<file path="src/rtl/seq_controller.sv">
// Stage sequencer and PC-update controller for the Y86-64 sequential core.
// Walks each instruction through six one-cycle stages and owns the architectural PC.
module seq_controller #(
  parameter int           n        = 64,
  parameter logic [n-1:0] RESET_PC = '0
) (
  input  logic         clk,
  input  logic         rst_n,
  input  logic         run,
  input  logic [3:0]   icode,
  input  logic [n-1:0] valC,
  input  logic [n-1:0] valP,
  input  logic         instr_valid,
  input  logic         imem_error,
  input  logic         halt,
  input  logic         cnd,
  input  logic [n-1:0] valM,
  input  logic         dmem_error,
  output logic [n-1:0] PC,
  output logic [2:0]   stage,
  output logic         fetch_en,
  output logic         decode_en,
  output logic         exec_en,
  output logic         mem_en,
  output logic         wb_en,
  output logic [2:0]   stat,
  output logic         retired,
  output logic [31:0]  instr_count
);

  typedef enum logic [2:0] {
    IDLE   = 3'd0,
    FETCH  = 3'd1,
    DECODE = 3'd2,
    EXEC   = 3'd3,
    MEM    = 3'd4,
    WB     = 3'd5,
    PCUPD  = 3'd6,
    STOP   = 3'd7
  } state_t;

  localparam logic [2:0] STAT_AOK = 3'd1;
  localparam logic [2:0] STAT_HLT = 3'd2;
  localparam logic [2:0] STAT_ADR = 3'd3;
  localparam logic [2:0] STAT_INS = 3'd4;

  state_t       state;
  state_t       nxt;
  logic [3:0]   icode_q;
  logic [n-1:0] valc_q;
  logic [n-1:0] valp_q;
  logic [n-1:0] valm_q;
  logic         cnd_q;
  logic [n-1:0] next_pc;

  assign stage = state;

  always_comb begin
    nxt = state;
    case (state)
      IDLE:   nxt = run ? FETCH : IDLE;
      FETCH:  nxt = (imem_error || !instr_valid || halt) ? STOP : DECODE;
      DECODE: nxt = EXEC;
      EXEC:   nxt = MEM;
      MEM:    nxt = dmem_error ? STOP : WB;
      WB:     nxt = PCUPD;
      PCUPD:  nxt = run ? FETCH : IDLE;
      STOP:   nxt = STOP;
      default: nxt = IDLE;
    endcase
  end

  // Next-PC selection works only from the copies captured during the instruction.
  always_comb begin
    next_pc = valp_q;
    case (icode_q)
      4'd7:    next_pc = cnd_q ? valc_q : valp_q;
      4'd8:    next_pc = valc_q;
      4'd9:    next_pc = valm_q;
      default: next_pc = valp_q;
    endcase
  end

  // Strobes and retired are registered from the upcoming state so they line up with it.
  always_ff @(posedge clk) begin
    if (!rst_n) begin
      state       <= IDLE;
      PC          <= RESET_PC;
      stat        <= STAT_AOK;
      instr_count <= '0;
      fetch_en    <= 1'b0;
      decode_en   <= 1'b0;
      exec_en     <= 1'b0;
      mem_en      <= 1'b0;
      wb_en       <= 1'b0;
      retired     <= 1'b0;
      icode_q     <= '0;
      valc_q      <= '0;
      valp_q      <= '0;
      valm_q      <= '0;
      cnd_q       <= 1'b0;
    end else begin
      state     <= nxt;
      fetch_en  <= (nxt == FETCH);
      decode_en <= (nxt == DECODE);
      exec_en   <= (nxt == EXEC);
      mem_en    <= (nxt == MEM);
      wb_en     <= (nxt == WB);
      retired   <= (nxt == PCUPD);
      case (state)
        FETCH: begin
          if (imem_error)        stat <= STAT_ADR;
          else if (!instr_valid) stat <= STAT_INS;
          else if (halt)         stat <= STAT_HLT;
          else begin
            icode_q <= icode;
            valc_q  <= valC;
            valp_q  <= valP;
          end
        end
        EXEC: cnd_q <= cnd;
        MEM: begin
          if (dmem_error) stat   <= STAT_ADR;
          else            valm_q <= valM;
        end
        PCUPD: begin
          PC          <= next_pc;
          instr_count <= instr_count + 32'd1;
        end
        default: ;
      endcase
    end
  end

endmodule

</file>
<file path="config.mk">
export PLATFORM = sky130hd
export DESIGN_NAME = seq_controller
export DESIGN_NICKNAME = d
export VERILOG_FILES = /design/src/rtl/seq_controller.sv
export SDC_FILE = /design/constraint.sdc
export NUM_CORES = 1
export LEC_CHECK = 0
export CAP_MARGIN = 20
export CORE_MARGIN = 1.5
export CORE_UTILIZATION = 52
export CTS_CLUSTER_DIAMETER = 120
export CTS_CLUSTER_SIZE = 25
export DETAILED_ROUTE_END_ITERATION = 12
export GPL_TIMING_DRIVEN = 0
export PLACE_DENSITY = 0.86
export SYNTH_ARGS = -nofsm -noshare
export SYNTH_HDL_FRONTEND = slang
export SYNTH_SLANG_ARGS = --single-unit
</file>
<file path="constraint.sdc">
create_clock -name clk -period 2.8 [get_ports clk]
set_input_delay 0.56 -clock clk [delete_from_list [all_inputs] [get_ports clk]]
set_output_delay 0.56 -clock clk [all_outputs]
set_load 0.01 [all_outputs]
</file>
Yosys cells after proc, flatten, opt, wreduce, memory -nomap -nowiden
Index checks and enable logic that the tools add are counted.
{ "op_classes": {"bitwise": 3, "div_mod_pow": 0, "n_mux": 11, "order_cmp": 0, "eq_ne": 18, "n_mul": 0, "addsub": 1, "shift": 0, "reduce_logical": 9} }
{ "op_table": {"columns": ["operator", "n"], "rows": [
  ["one-hot mux 64 bit (3 select lines)", 1],
  ["two-way mux 64 bit", 1],
  ["adder 32 x 1 -> 32 bit (second input constant)", 1],
  ["== test 3 bit (second input constant)", 7],
  ["one-hot mux 3 bit (7 select lines)", 1],
  ["two-way mux 3 bit", 5],
  ["== test 3 x 2 -> 1 bit (second input constant)", 4],
  ["== test 4 bit (second input constant)", 2],
  ["== test 3 x 1 -> 1 bit (second input constant)", 2],
  ["one-hot mux 3 bit (2 select lines)", 1],
  ["== test 4 x 3 -> 1 bit (second input constant)", 1],
  ["inequality test 4 bit (second input constant)", 1],
  ["AND reduction 4 bit", 1],
  ["logical NOT 3 bit", 1],
  ["inverter 1 bit", 3],
  ["AND reduction 3 bit", 1],
  ["logical OR 1 bit", 2],
  ["two-way mux 2 bit", 1],
  ["inequality test 2 bit (second input constant)", 1],
  ["AND reduction 2 bit", 1],
  ["nonzero test 2 bit", 1],
  ["OR reduction 2 bit", 1],
  ["logical NOT 1 bit", 1],
  ["two-way mux 1 bit", 1]
]} }
{ "word_totals": {"latch_bits": 0, "mem_bits_rw": 0, "wordCells": 57, "mem_count": 0, "mem_bits_ro": 0, "inputBits": 204, "reg_bits": 305} }

Depth between registers and ports, before layout
{ "depth": {"ltp_word": 6, "ltp_mapped": 8} }

Worst setup path before layout
OpenSTA, ideal clock, no wires.
{ "synth_path": {"path_type": "input to register", "from": "input imem_error", "to": "register valc_q[0]", "setup_time_ns": 0.132, "stages": 7, "t_arrival_ns": 1.965, "required_ns": 2.668, "slack_ns": 0.703, "n_path_buf": 3, "cell_sequence": "or3b_1 > or3_1 > clkbuf_1 > buf_2 > buf_1 > nand2_1 > a21oi_1"} }
{ "synth_via": {"elab_chain_len": 2} }
{ "synth_rtl": {"columns": ["element", "line_no", "source"], "rows": [
  ["start, declared", "14", "input logic imem_error,"],
  ["inverter 1 bit (no source line)", null, null],
  ["AND reduction 4 bit (no source line)", null, null],
  ["end signal, assigned", "117", "valc_q <= valC;"],
  ["end, declared", "50", "logic [n-1:0] valc_q;"]
]} }
Every way passes these cells.
A chain may end at the register's enable or synchronous reset.

Worst setup path after layout
{ "layout_path": {"from": "input instr_valid", "to": "register valp_q[51]"} }
{ "layout_via": {"elab_chain_len": 1} }
{ "layout_rtl": {"columns": ["element", "line_no", "source"], "rows": [
  ["start, declared", "13", "input logic instr_valid,"],
  ["AND reduction 4 bit (no source line)", null, null],
  ["end signal, assigned", "118", "valp_q <= valP;"],
  ["end, declared", "51", "logic [n-1:0] valp_q;"]
]} }
Every way passes these cells.

==> run_results.csv <==
group,metric,value,unit
timing,finalClockSkew,0.0243,ns
cells_and_area,fillers,1738,
floorplanning,die_x,153,um
yosys,synthTopCellsByCount,"482 x nand2_1, 305 x dfxtp_1, 274 x a21oi_1",
global_routing,use_met2,52.9,%
floorplanning,row_count,54,
cts,cts_tree,"done",
yosys,syn_area,11700,um^2
global_routing,grt.busiest_layer,"met2",
job,drv_cap,0,
floorplanning,initial_utilization,53.3,%
floorplanning,die_area,23300,um^2
yosys,yosys.area.top_type_share,52.4,%
yosys,synth_area_per_cell,7.97,um^2
critical_path,max_stage_delay,0.61,ns
timing,rsz0062_at_grt,"no",
drt,first_iter_violations,929,
timing,max_clock_freq,0.386,GHz
cells_and_area,multi_input_area,5090,um^2
cts,cts_buffers,16,
cells_and_area,finalNetCount,1998,
critical_path,path_class,"input pin to flip-flop",
drt,ant_nets,0,
drt,wl_per_cell,18.6,um
yosys,synth_ff_type,"dfxtp_1",
drt,drt_wl_total,38700,um
yosys,yosysWarnings,0,
power_and_ir_drop,power,8.40,mW
global_routing,grt_pass1_wl,59600,um
timing,worst_slew_pin_slew,0.959,ns
timing,setup_viol,0,
cts,clkLatencyLatePin,0.50,ns
yosys,syn-num-nets,1668,
floorplanning,io_pins,312,
timing,min_period,2.59,ns
global_routing,grt_util_all_layers,31.7,%
drt,drtPass1Iterations,5,
yosys,syn_inst,1463,
drt,drt-vias-per-instance,5.78,
cts,cts_setup_buffers,0,
critical_path,critPathLaunchType,"input pin",
critical_path,cp_common_cell,"buf_2",
yosys,ys_seq_elements,305,
cells_and_area,layoutNonFillerInstCount,2078,
yosys,yosysMostFrequentCell,"nand2_1",
place,placed_cells,2056,
power_and_ir_drop,power_density,538,nW/um^2
floorplanning,fp.coreArea,21900,um^2
global_routing,gr-total-overflow,0,
place,dp_hpwl,28500,um
timing,slew_headroom,35.8,%
critical_path,path_cells,"clkdlybuf4s50_1, or3b_1, nor3_2, buf_2, buf_2, nand2_1, a21oi_1",
timing,drv_slew,0,
critical_path,cpMaxStageDelayCell,"nor3_2",
global_routing,grt_max_degree,26,
place,place_congestion,0.915,
yosys,ys_seq_area_share,52.4,%
cells_and_area,area_growth,33.9,%
cts,cts_root_buf,"clkbuf_16",
timing,hold_violations,0,
yosys,yosys-top-cells-area,"dfxtp_1 52%, nand2_1 16%, a21oi_1 12%",
global_routing,antenna_found_initial,7,
cells_and_area,seqCellArea,6110,um^2
cells_and_area,drive_above_1_share,2.40,%
critical_path,crit_fanout,10,
cts,clkTransAtPathRegs,0.10,ns
critical_path,setup.worst_path.end_class,"flip-flop",
global_routing,grt_use_met1,41.2,%
cts,htree_levels,1,
cts,clock-sinks,305,
cts,clockBufferDepth,3,
yosys,synth_top_cell_by_area,"dfxtp_1",
yosys,synth_cell_types,44,
drt,num_vias,12000,
power_and_ir_drop,max-vdd-ir-drop,0.559,mV
critical_path,crit_required,3.23,ns
floorplanning,die_h,153,um
status,status,"completed",
drt,remaining_drc_errors,0,
global_routing,grtUsageMet3,4.24,%
place,port_buffers,311,
global_routing,grt_pass1_vias,11300,
hold_path,hold_class,"flip-flop to flip-flop",
power_and_ir_drop,leakage,5.29,nW
timing,post-route-period-util,92.5,%
yosys,synth-async-reset-ratio,0,%
critical_path,arrival,3.02,ns
yosys,synth-edff-count,0,
[repair_timing]
action,4_1_cts,5_1_grt
endpoints found under the setup margin,7,13
gates resized for setup,0,3
hold buffers,0,0
pin swaps,0,0
[critical path: cells and delay by family]
kind	cells	cell delay, ns
AOI/OAI and AO/OA	1	0.13
buffers and inverters	3	1.16
and+or+nand+nor	3	1.15
[flip-flops by register name (all words and copies together), names as in the netlist, 3 cells and up]
signal       cells
PC              64
valc_q          64
valm_q          64
valp_q          64
instr_count     32
icode_q          4
stage            3
stat             3
[metal layers]
metal	vias to the layer above	wire length, um
met2	615	18400
met5	-	25
met4	4	1660
met1	5659	15400
met3	97	3170
li1	5632	-
[worst paths after layout]
check,from,endpoint,slack (ns),cells past startpoint
min reg2reg,valc_q[51],PC[51],0.44,2
min,valc_q[51],PC[51],0.44,2
max reg2reg,stage[2],valm_q[4],0.24,6
max,instr_valid,valp_q[51],0.21,7
[area by class of cell]
cell class | instances | area share, %
sequential | 305 | 39.1
clock buffer | 17 | 2.73
multi-input combinational | 1035 | 32.6
buffer | 117 | 2.93
inverter | 5 | 0.120
tap | 280 | 2.24
timing repair buffer | 313 | 20.1
antenna | 5 | 0.0801
clock inverter | 1 | 0.128
[cell usage in the layout, fill, tap and decap left out, types with 2 or more instances in the layout]
cell type,instances
nor2_1,19
clkbuf_1,93
nor3b_1,2
diode_2,5
mux2i_1,13
o21ai_0,71
inv_1,4
nand3_1,15
nor3_1,5
a21bo_2,2
and2_1,5
dfxtp_1,305
nand4_1,12
o31ai_1,4
xor2_1,4
and3_1,4
buf_2,14
nand2_1,482
or3_1,3
nand3b_1,3
a21oi_1,274
clkdlybuf4s50_1,311
or4_1,6
nor2b_1,3
clkbuf_16,17
a221oi_1,64
nand2b_1,16
buf_1,9
xnor2_1,6
and4_1,4
[through the flow]
| stage | worst slack [ns] | TNS (ns) | hold WS [ns] | area [um^2] | utilization (%) |
|---|---|---|---|---|---|
| after global placement | -1.21 | -144.95 | 0.437 | 15100 | 69.1 |
| after global routing | 0.0775 | 0 | 0.456 | 15600 | 71.3 |
| after CTS | 0.164 | 0 | 0.446 | 15600 | 71.2 |
| after detailed placement | -0.372 | -24.42 | 0.445 | 15200 | 69.2 |
| after floorplan | 0.703 | 0 | 0.430 | 11700 | - |
| final | 0.209 | 0 | 0.443 | 15600 | 71.3 |
[cell families after synthesis]
logic type | synth area share [%]
buf+inv | 4.11
mux | 1.12
compound gates | 20.6
simple gates | 20.9
xor+xnor | 0.751
fa+ha+maj | 0.107
flops | 52.4
[report_power, final]
part           switching (mW)  internal, mW
sequential              0.117          4.52
combinational           0.629         0.604
clock                    1.42          1.11
(Power assumes the default switching activity.)
==> edit 1, RTL diff (same flow settings) <==
Set the parameter `n` to 128 (it was 64).
--- a/src/rtl/seq_controller.sv
+++ b/src/rtl/seq_controller.sv
@@ -1,7 +1,7 @@
 // Stage sequencer and PC-update controller for the Y86-64 sequential core.
 // Walks each instruction through six one-cycle stages and owns the architectural PC.
 module seq_controller #(
-  parameter int           n        = 64,
+  parameter int           n        = 128,
   parameter logic [n-1:0] RESET_PC = '0
 ) (
   input  logic         clk,
Interface: changed (resized PC, valC, valM and valP); port bits go from 312 to 568. No check against the original RTL was run, so the function may have changed too.
==> edit 1 against the original RTL <==
- die area grew 79%
- area after synthesis grew 80%
- count of clock-buffer cells in the layout grew 10
- power grew 80%
- routed wire length grew 110%
- sequential power grew 84%
- design area grew 80%
- sequential cell count grew 256
- setup slack lost 0.13 ns
- first-iteration DRC count grew 120%
- clock skew shrank 0.0093 ns
- largest power group unchanged
- highest routed layer unchanged
==> edit 1: results (changes against the original RTL) <==
| Metric | Value |
|---|---|
| Initial drt markers | `2030 (+120%)` |
| Peak VDD IR | `0.390 mV (-30%)` |
| P_comb | `2.30 mW (+87%)` |
| R2R setup slack | `0.08 ns (-0.16 ns)` |
| Setup CP Type | `flip-flop to flip-flop` |
| Multi-input gate area | `8850 um^2 (+74%)` |
| Top cells by count, synth | `nand2_1 (921), dfxtp_1 (561), a21oi_1 (543), clkbuf_1 (167), o21ai_0 (144)` |
| Share of layout cells above drive strength 1 | `2.80% (+0.40 points)` |
| Run status | `complete, no violations` |
| Reg2reg end | `PC[28]` |
| Cell total after placement | `3746 (+82%)` |
| Routed len/inst | `21.5 um (+15%)` |
| # fillers | `3199 (+84%)` |
| Port bufs | `566 (+82%)` |
| Post-synthesis sequential area ratio | `53.4% (+1.0 points)` |
| Fin nets | `3644 (+82%)` |
| Initial antenna violation count | `13 (+6)` |
| Share of total power in the clock network | `28.1% (-2.0 points)` |
| GRT Total Usage | `37.4% (+5.7 points)` |
| Placed standard-cell area | `27400 um^2 (+81%)` |
| First-pass GRT wire length | `120000 um (+100%)` |
| Clk_skew | `0.0150 ns (-0.00929 ns)` |
| Largest cells by area after synthesis | `dfxtp_1 (53%), nand2_1 (16%), a21oi_1 (13%)` |
| First-pass iteration count of the detailed router | `7 (+2)` |
| Clk Latency, worst-skew pair | `0.58 ns (+0.08 ns)` |
| Worst rel slew slack | `25.6% (-10 points)` |
| Final period util | `97.2% (+4.6 points)` |
| Syn Nets | `3052 (+83%)` |
| Resized Gates After CTS | `2 (+2)` |
| Net Sw Frac | `26.1% (+0.33 points)` |
| Vias per Instance | `5.90 (+2.2%)` |
| Number of global-route vias before repair | `21200 (+87%)` |
| Leakage power | `9.32 nW (+76%)` |
| Number of CTS-inserted buffers | `26 (+10)` |
| Power density over cell area | `537 nW/um^2 (-0.24%)` |
-- edit 1: changes by cell type after synthesis, sizes merged, moves of 12 or more --
cell    change
a21oi     +269
a221oi     +64
buf        +40
clkbuf     +72
dfxtp     +256
mux2i      -13
nand2     +439
nand2b     -12
o21ai      +73
-- edit 1: cell families (layout without fill, tap and decap cells) --
group	after synthesis	in the layout	synth area share [%]
AO/OA/AOI/OAI	835	835	22.4
XOR/XNOR	9	9	0.375
adder cells (fa/ha/maj)	1	1	0.0595
buffers and inverters	237	829	4.61
flip-flops	561	561	53.4
other	0	12	0
AND/OR/NAND/NOR	1012	1012	19.2
-- edit 1: cell type report --
type	count	share of cell area [%]
plain buffers	228	3.38
repair buffers	566	20.2
clock inverters	1	0.0579
multi-input cells	1857	31.5
clock buffers	27	2.40
diodes	12	0.107
inverters	7	0.0935
flip-flops and latches	561	40.0
well taps	525	2.34
-- edit 1: critical path, cell delays in order (launching register included) --
cell and delay (ns):
dfxtp_1 0.35, or3b_2 0.51, o22ai_1 0.20, clkdlybuf4s15_1 0.80, clkbuf_1 0.44, nand2_1 0.17, a21oi_1 0.17
-- edit 1: per-layer routing --
metal	part of all wire [%]	global-route usage (%)
met1	37	46.2
met2	47	62.7
met3	9.9	6.65
met4	5.6	18.7
met5	0.075	0
-- edit 1: worst min path at each step --
stage / startpoint / end / slack [ns] / depth (start not counted)
after floorplan: valc_q[0] / PC[0] / 0.43 / 2
after global placement: valc_q[116] / PC[116] / 0.44 / 2
after detailed placement: valc_q[50] / PC[50] / 0.44 / 2
after CTS: valc_q[64] / PC[64] / 0.46 / 2
after global routing: valc_q[58] / PC[58] / 0.47 / 2
final: valc_q[64] / PC[64] / 0.45 / 2
==> edit 2, RTL diff (config.mk and constraints unchanged) <==
Without the edit above. Make the reset (`rst_n`) asynchronous in one clocked block.
--- a/src/rtl/seq_controller.sv
+++ b/src/rtl/seq_controller.sv
@@ -82,7 +82,7 @@
   end
 
   // Strobes and retired are registered from the upcoming state so they line up with it.
-  always_ff @(posedge clk) begin
+  always_ff @(posedge clk or negedge rst_n) begin
     if (!rst_n) begin
       state       <= IDLE;
       PC          <= RESET_PC;
Function: differs if rst_n is asserted again (counterexample within 4 cycles, from zero or initial values and one cycle with rst_n low); with rst_n held inactive, the same outputs for 4 cycles.
==> edit 2 against the original RTL <==
- sequential cell count unchanged
- routed wire length fell by 14%
- area after synthesis up 9.4%
- clock skew about the same
- setup slack better by 0.31 ns
- die area rose by 9.2%
- non-clock buffer count fell by 58
- core utilization shrank 1.9 points
- highest routed layer is now met4
- the run now ends with hold timing left
- design area grew 7.6%
Power is not compared: it rests on default switching activity, and its combinational part moved more than twofold at a synthesized area within 25%.
==> edit 2: results (changes against the original RTL) <==
| Metric | Value |
|---|---|
| Port bufs | `311 (unchanged)` |
| Post-DP HPWL | `23700 um (-17%)` |
| Synth cell types | `46 (+4.5%)` |
| Min cycle time layout | `2.29 ns (-0.305 ns)` |
| Non-filler instance count after layout | `1612 (-22%)` |
| Mapped Avg Cell Area | `13.4 um^2 (+68%)` |
| Run status | `finished with violations` |
| Worst reg-to-reg path cell count | `5 (-1)` |
| Routed len/inst | `20.6 um (+11%)` |
| Clk_skew | `0.0246 ns (+0.000316 ns)` |
| Post-synthesis sequential area ratio | `59.9% (+7.5 points)` |
| CTS clk-pin slew, worst paths | `0.10 ns (about the same)` |
| HP Class | `input port to asynchronous set/reset pin` |
| Worst r2r src | `stage[0]` |
| Placed standard-cell area | `16300 um^2 (+7.8%)` |
| GRT Total Usage | `26.6% (-5.0 points)` |
| Synth Area in Compound Gates | `7.70% (-13 points)` |
| Largest net degree at the start of global routing | `126 (+380%)` |
| Leakage power | `7.28 nW` |
| Hold_ws | `-0.0102 ns (-0.454 ns)` |
| Crit path arrival time | `1.73 ns (-1.29 ns)` |
| Top cells by count, synth | `dfrtp_1 (304), mux2_2 (120), nand2_1 (81), mux2_4 (69), nor2_1 (69)` |
| End point of the critical path | `stage[2]` |
| Initial drt markers | `711 (-23%)` |
| Post-Synth Adder-Cell Area | `0.0981% (-0.0092 points)` |
| Max incr delay on CP | `0.63 ns (+0.02 ns)` |
| Worst rel slew slack | `40.0% (+4.2 points)` |
| CP startpoint | `stage[2]` |
| Failing checks | `hold timing` |
| Pre-CTS WS | `0.0196 ns (+0.391 ns)` |
| # fillers | `1680 (-3.3%)` |
| Setup CP Type | `flip-flop to output pin` |
| Worst path slowest cell | `clkdlybuf4s50_1` |
| Mux share of post-synthesis cell area | `19.4% (+18 points)` |
| R2R setup slack | `0.58 ns (+0.34 ns)` |
| XOR/XNOR Fraction of Synth Area | `2.13% (+1.4 points)` |
| First-pass GRT wire length | `53200 um (-11%)` |
| Syn Nets | `1157 (-31%)` |
| Via count | `9110 (-24%)` |
| Ys async rst share | `100% (+100 points)` |
| Ant diodes | `0 (-5)` |
| Fin nets | `1488 (-26%)` |
| Placer Congestion | `0.836 (-8.7%)` |
| Initial antenna violation count | `0 (-7)` |
| Reg2reg end | `valm_q[21]` |
| Number of global-route vias before repair | `9623 (-15%)` |
| Max FO, Critical Path | `8 (-2)` |
| Fin. Hold Viols | `7 (+7)` |
| Share of layout cells above drive strength 1 | `20.5% (+18 points)` |
## edit 2: area by class of cell
cell class / count / area [um^2] / area share, %
sequential: 305 / 7630 / 45.5
buffer: 59 / 362 / 2.15
timing repair buffer: 313 / 3170 / 18.9
clock buffer: 22 / 444 / 2.65
multi-input combinational: 583 / 4740 / 28.2
tap: 324 / 405 / 2.41
inverter: 5 / 18.8 / 0.112
clock inverter: 1 / 20.0 / 0.119
## edit 2: routing by layer
metal  part of all wire (%)  track usage [%]  vias to the layer above  routed length (um)
met5                      0                0                        -                   0
met4                    3.1             8.32                        0                1040
met3                    7.9             5.65                       71                2640
met2                     49             44.0                      377               16200
met1                     40             35.3                     4612               13300
li1                       -                -                     4050                   -
## edit 2: power breakdown
part           total, mW  switching [mW]  internal [mW]
Clock               2.56            1.42           1.14
Sequential          7.71            1.25           6.46
Combinational       7.12            3.14           3.98
